## src/rtl/mp_alu_seq_if.sv

```systemverilog
// Request/response bus of the multi-byte ALU sequencer.
// The master issues operations and the slave (the sequencer) reports completion.
interface mp_alu_seq_if;
    logic        start;
    logic [1:0]  op;
    logic [1:0]  nbytes;
    logic        use_cin;
    logic        cin_ext;
    logic [31:0] opa;
    logic [31:0] opb;
    logic        busy;
    logic        done;
    logic [31:0] result;
    logic        c;
    logic        z;

    modport master (
        output start, op, nbytes, use_cin, cin_ext, opa, opb,
        input  busy, done, result, c, z
    );

    modport slave (
        input  start, op, nbytes, use_cin, cin_ext, opa, opb,
        output busy, done, result, c, z
    );
endinterface

```

## src/rtl/mp_alu_seq.sv

```systemverilog
// Multi-byte arithmetic sequencer: walks 1..4 operand bytes through an external
// 8-bit ALU, chaining carry/borrow and accumulating the zero flag.
module mp_alu_seq (
    input  logic             i_clk,
    input  logic             i_rst_n,
    mp_alu_seq_if.slave      bus,
    output logic [3:0]       o_alu_sel,
    output logic [7:0]       o_alu_a,
    output logic [7:0]       o_alu_b,
    output logic             o_alu_cin,
    input  logic [7:0]       i_alu_result,
    input  logic             i_alu_c,
    input  logic             i_alu_z
);
    typedef enum logic [1:0] {StIdle, StExec, StFin} state_e;
    typedef enum logic [1:0] {OpAdd, OpSub, OpCmp, OpAnd} op_e;

    state_e      r_state;
    state_e      w_state_next;
    op_e         r_op;
    logic [1:0]  r_nb;
    logic        r_use_cin;
    logic [31:0] r_opa;
    logic [31:0] r_opb;
    logic [1:0]  r_idx;
    logic        r_carry;
    logic        r_zacc;
    logic [31:0] r_result;
    logic        r_c;
    logic        r_z;
    logic        w_first_plain;

    always_ff @(posedge i_clk or negedge i_rst_n) begin
        if (!i_rst_n) begin
            r_state <= StIdle;
        end else begin
            r_state <= w_state_next;
        end
    end

    // Byte 0 without an external carry uses the carry-less ALU variant.
    assign w_first_plain = (r_idx == 2'd0) && !r_use_cin;

    always_comb begin
        w_state_next = r_state;
        o_alu_sel    = 4'd15;
        o_alu_a      = 8'h00;
        o_alu_b      = 8'h00;
        o_alu_cin    = 1'b0;
        unique case (r_state)
            StIdle: begin
                if (bus.start) w_state_next = StExec;
            end
            StExec: begin
                o_alu_a   = r_opa[{r_idx, 3'b000} +: 8];
                o_alu_b   = r_opb[{r_idx, 3'b000} +: 8];
                o_alu_cin = r_carry;
                unique case (r_op)
                    OpAdd:        o_alu_sel = w_first_plain ? 4'd0 : 4'd1;
                    OpSub, OpCmp: o_alu_sel = w_first_plain ? 4'd2 : 4'd3;
                    OpAnd:        o_alu_sel = 4'd5;
                    default:      o_alu_sel = 4'd15;
                endcase
                if (r_idx == r_nb) w_state_next = StFin;
            end
            StFin: begin
                w_state_next = StIdle;
            end
            default: w_state_next = StIdle;
        endcase
    end

    always_ff @(posedge i_clk or negedge i_rst_n) begin
        if (!i_rst_n) begin
            r_op      <= OpAdd;
            r_nb      <= 2'd0;
            r_use_cin <= 1'b0;
            r_opa     <= 32'h0;
            r_opb     <= 32'h0;
            r_idx     <= 2'd0;
            r_carry   <= 1'b0;
            r_zacc    <= 1'b0;
            r_result  <= 32'h0;
            r_c       <= 1'b0;
            r_z       <= 1'b0;
        end else begin
            unique case (r_state)
                StIdle: begin
                    if (bus.start) begin
                        r_op      <= op_e'(bus.op);
                        r_nb      <= bus.nbytes;
                        r_use_cin <= bus.use_cin;
                        r_opa     <= bus.opa;
                        r_opb     <= bus.opb;
                        r_idx     <= 2'd0;
                        r_carry   <= bus.use_cin ? bus.cin_ext : 1'b0;
                        r_zacc    <= 1'b1;
                        // CMP reports flags only and leaves the last result visible.
                        if (op_e'(bus.op) != OpCmp) r_result <= 32'h0;
                    end
                end
                StExec: begin
                    if (r_op != OpCmp) r_result[{r_idx, 3'b000} +: 8] <= i_alu_result;
                    r_carry <= i_alu_c;
                    r_zacc  <= r_zacc & i_alu_z;
                    r_idx   <= r_idx + 2'd1;
                end
                StFin: begin
                    r_c <= (r_op == OpAnd) ? 1'b0 : r_carry;
                    r_z <= r_zacc;
                end
                default: ;
            endcase
        end
    end

    assign bus.busy   = (r_state != StIdle);
    assign bus.done   = (r_state == StFin);
    assign bus.result = r_result;
    assign bus.c      = r_c;
    assign bus.z      = r_z;
endmodule

```

## src/flat_wrapper.sv

```systemverilog
// flat-port wrapper written by rule: the top's interface ports become plain ports
module mp_alu_seq_flat 
  (i_clk, i_rst_n, o_alu_sel, o_alu_a, o_alu_b, o_alu_cin, i_alu_result, i_alu_c, i_alu_z, bus_start, bus_op, bus_nbytes, bus_use_cin, bus_cin_ext, bus_opa, bus_opb, bus_busy, bus_done, bus_result, bus_c, bus_z);
  mp_alu_seq_if bus_i ();
  input  logic i_clk;
  input  logic i_rst_n;
  output logic [3:0] o_alu_sel;
  output logic [7:0] o_alu_a;
  output logic [7:0] o_alu_b;
  output logic o_alu_cin;
  input  logic [7:0] i_alu_result;
  input  logic i_alu_c;
  input  logic i_alu_z;
  input wire logic [$bits(bus_i.start)-1:0] bus_start;
  input wire logic [$bits(bus_i.op)-1:0] bus_op;
  input wire logic [$bits(bus_i.nbytes)-1:0] bus_nbytes;
  input wire logic [$bits(bus_i.use_cin)-1:0] bus_use_cin;
  input wire logic [$bits(bus_i.cin_ext)-1:0] bus_cin_ext;
  input wire logic [$bits(bus_i.opa)-1:0] bus_opa;
  input wire logic [$bits(bus_i.opb)-1:0] bus_opb;
  output wire logic [$bits(bus_i.busy)-1:0] bus_busy;
  output wire logic [$bits(bus_i.done)-1:0] bus_done;
  output wire logic [$bits(bus_i.result)-1:0] bus_result;
  output wire logic [$bits(bus_i.c)-1:0] bus_c;
  output wire logic [$bits(bus_i.z)-1:0] bus_z;
  assign bus_i.start = bus_start;
  assign bus_i.op = bus_op;
  assign bus_i.nbytes = bus_nbytes;
  assign bus_i.use_cin = bus_use_cin;
  assign bus_i.cin_ext = bus_cin_ext;
  assign bus_i.opa = bus_opa;
  assign bus_i.opb = bus_opb;
  assign bus_busy = bus_i.busy;
  assign bus_done = bus_i.done;
  assign bus_result = bus_i.result;
  assign bus_c = bus_i.c;
  assign bus_z = bus_i.z;
  mp_alu_seq u_core (.i_clk(i_clk), .i_rst_n(i_rst_n), .bus(bus_i), .o_alu_sel(o_alu_sel), .o_alu_a(o_alu_a), .o_alu_b(o_alu_b), .o_alu_cin(o_alu_cin), .i_alu_result(i_alu_result), .i_alu_c(i_alu_c), .i_alu_z(i_alu_z));
endmodule
```

## config.mk

```make
export PLATFORM = sky130hd
export DESIGN_NAME = mp_alu_seq_flat
export DESIGN_NICKNAME = d
export VERILOG_FILES = /design/src/rtl/mp_alu_seq_if.sv /design/src/rtl/mp_alu_seq.sv /design/src/flat_wrapper.sv
export SDC_FILE = /design/constraint.sdc
export NUM_CORES = 1
export LEC_CHECK = 0
export CAP_MARGIN = 20
export CORE_AREA = 2 2 92 94
export CTS_BUF_LIST = sky130_fd_sc_hd__clkbuf_8
export DETAILED_ROUTE_END_ITERATION = 8
export DIE_AREA = 0 0 94 96
export DONT_BUFFER_PORTS = 1
export GPL_ROUTABILITY_DRIVEN = 0
export PLACE_DENSITY = 0.77
export SETUP_SLACK_MARGIN = 0.02
export SKIP_CTS_REPAIR_TIMING = 1
export SLEW_MARGIN = 0
export SYNTH_ARGS = -nofsm -noshare
export SYNTH_HDL_FRONTEND = slang
export SYNTH_SLANG_ARGS = --single-unit
export TNS_END_PERCENT = 5
```

## constraint.sdc

```tcl
create_clock -name i_clk -period 2.8 [get_ports i_clk]
set_input_delay 0.28 -clock i_clk [delete_from_list [all_inputs] [get_ports i_clk]]
set_output_delay 0.28 -clock i_clk [all_outputs]
set_load 0.03 [all_outputs]
```

==> flow_summary.ini <==
[sta]
fin_hold_ws_ns = -0.411
finalSetupTns_ns = 0
fin_crit_sh_pct = 86.7
slew_viol_final = 0
fmax_ghz = 0.412
fin_crit_ns = 2.43
worstMarginPinSlew_ns = 1.02
setup_slack_ns = 0.374
rsz0062_at_grt = false
finClkSkew_ns = 0.0136
hold_viol_final = 109
setup_viol = 0
relSlewSlack_pct = 32.2

[floorplan]
fp.dieW_um = 94
die_h_um = 96
die-area_um2 = 9020
rows = 33
start_util_pct = 63.9
boundaryPins = 140
core_region_area_um2 = 8050

[grt]
overflow = 0
grt_util_all_layers_pct = 23.1
grt_max_degree = 110
grt_pass1_vias = 3055
grt_pass1_wl_mm = 15.8
antenna_found_initial = 0

[yosys]
synth_area_leader_cell = dfrtp_1
synth_area_um2 = 5150
syn_inst = 363
synth-edff-count = 0
ys.flop_type = dfrtp_1
async_reset_ff_share_pct = 100
seq_area_frac_synth_pct = 53.0
synth_cell_types = 34
yosysWarnings = 0
yosys-top-cells-area = dfrtp_1 (53%), mux2_2 (20%), mux4_2 (7.0%)
avgSynthCellArea_um2 = 14.2
yosysTopAreaCellShare_pct = 53.0
synth_nets = 454
synth-seq-cells = 109

[worst_setup_path]
cp.arrival_ns = 2.15
worst_setup_path_start_kind = flip-flop
endpoint_kind = output pin
cp_top_family = buffers and inverters
slowest_delay_ns = 0.55
crit_type = reg2out
path_max_fanout = 19
worstPathCellList = buf_4 -> mux4_2 -> nor2b_1 -> buf_4
worst_r2r_startpoint = u_core.r_idx[1]
path_buf_inv = 2
crit_required_ns = 2.52
crit_start = u_core.r_idx[0]
slowest_stage = mux4_2
cp_common_cell = buf_4

[power]
power.density_nw_per_um2 = 1170
vdd_drop_max_mv = 0.624
clockPowerShare_pct = 14.9
leakagePower_nw = 2.50
power.total_mw = 6.41
p_sw_mw = 2.43
p_seq_share_pct = 42.2
p_sw_share_pct = 38.0
p_int_mw = 3.98
pwr-share-comb_pct = 42.9

[placed_design]
place_inst = 463
port_buffers = 0
pre_cts_ws_ns = 0.562
post-dp-hpwl_mm = 7.02
place_area_um2 = 5260

[drt]
first_iter_violations = 127
wl_mm = 9.98
vias = 2932
vias_per_cell = 6.12
drt_pass1_iterations = 4
drtAntennaViolNets = 0
wl_per_cell_um = 20.8
drc = 0

[clock_tree]
clk_path_buf_depth = 2
clock_latency_ns = 0.38
cts_tree = done
cts_made_buffers = 9
root_buffer = clkbuf_8
h-tree-depth = 3
path_clk_slew_ns = 0.10
clock-sinks = 109

[finish]
final_cell_mix = dfrtp_1 (109), mux2_2 (92), and3_1 (24), inv_1 (17)
nets = 460
finalNonFillerCells = 479
insertedDiodeCount = 0
final_common_cell = dfrtp_1
final_layout_size_suffix_gt1_share_pct = 40.4
area_delta_synth_final_pct = 5.98
final_area_um2 = 5450
final_core_util_pct = 67.7

[worst_hold_path]
min_path_type = in2async

[flow_run]
cap_violations = 0

[run_status]
violations = hold timing
outcome = finished with violations
## worst register-to-register path, cell delays in order, from the launching register on
cell and delay [ns]:
dfrtp_1 0.61, inv_1 0.15, ha_1 0.32, a22oi_1 0.82, mux2i_1 0.29
## power groups by stage
stage	clock network, mW	registers [mW]	logic, mW
after floorplan	0	2.57	2.40
after global routing	1.03	2.79	2.96
after global placement	0	2.70	2.70
final	0.954	2.71	2.75
after CTS	0.977	2.71	2.78
after detailed placement	0	2.75	2.77
## layer usage
layer / vias to the layer above / wire [µm] / global-route usage [%]
met5: - / 0 / 0
met4: 0 / 240 / 11.1
met3: 18 / 917 / 7.05
met2: 119 / 4930 / 36.7
met1: 1481 / 3890 / 29.3
li1: 1314 / - / -
## cell type report
class	count	area, µm²
multi-input cells	216	2210
inverters	17	63.8
clock inverters	7	73.8
flip-flops and latches	109	2730
well taps	105	131
repair buffers	16	120
clock buffers	9	124
fillers	593	2600
## cell usage after synthesis, types with 2 or more instances
cell	count
buf_4	9
o21ai_0	5
inv_1	17
nand2_1	6
buf_6	3
buf_2	5
a21oi_1	4
nand4_1	8
xor2_1	2
nand2b_1	3
o21bai_1	2
clkbuf_1	3
and2b_1	7
or2_2	3
mux4_2	16
ha_1	8
mux2i_1	8
nor3b_4	2
nor2_1	3
nor2b_1	11
dfrtp_1	109
and3_1	24
a22oi_2	3
mux2_2	92
## state kept, by name, summed over array words and instances (netlist names), 2 cells and up
| name | flops |
|---|---|
| u_core.r_opb | 32 |
| u_core.r_opa | 32 |
| u_core.bus.result | 32 |
| u_core.r_op | 2 |
| u_core.r_nb | 2 |
| u_core.r_state | 2 |
| u_core.r_idx | 2 |
## cells by family after synthesis
kind of cell	share of synthesized area (%)
multiplexers	28.7
flip-flops	53.0
AND/OR/NAND/NOR	9.31
buffers and inverters	3.99
AO/OA/AOI/OAI	2.72
adder cells (fa/ha/maj)	1.95
XOR/XNOR	0.340
## worst paths after layout
check	slack [ns]	to	cells past startpoint
worst max-delay path	0.37	o_alu_b[4]	4
worst min-delay path	-0.41	u_core.bus.result[31]	0
worst max register to register	0.54	u_core.bus.result[15]	4
worst min register to register	0.51	u_core.r_opa[24]	1
max in group asynchronous	3.10	u_core.r_idx[0]	0
min in group i_clk	0.04	u_core.r_opb[26]	1
(Power assumes the default switching activity.)
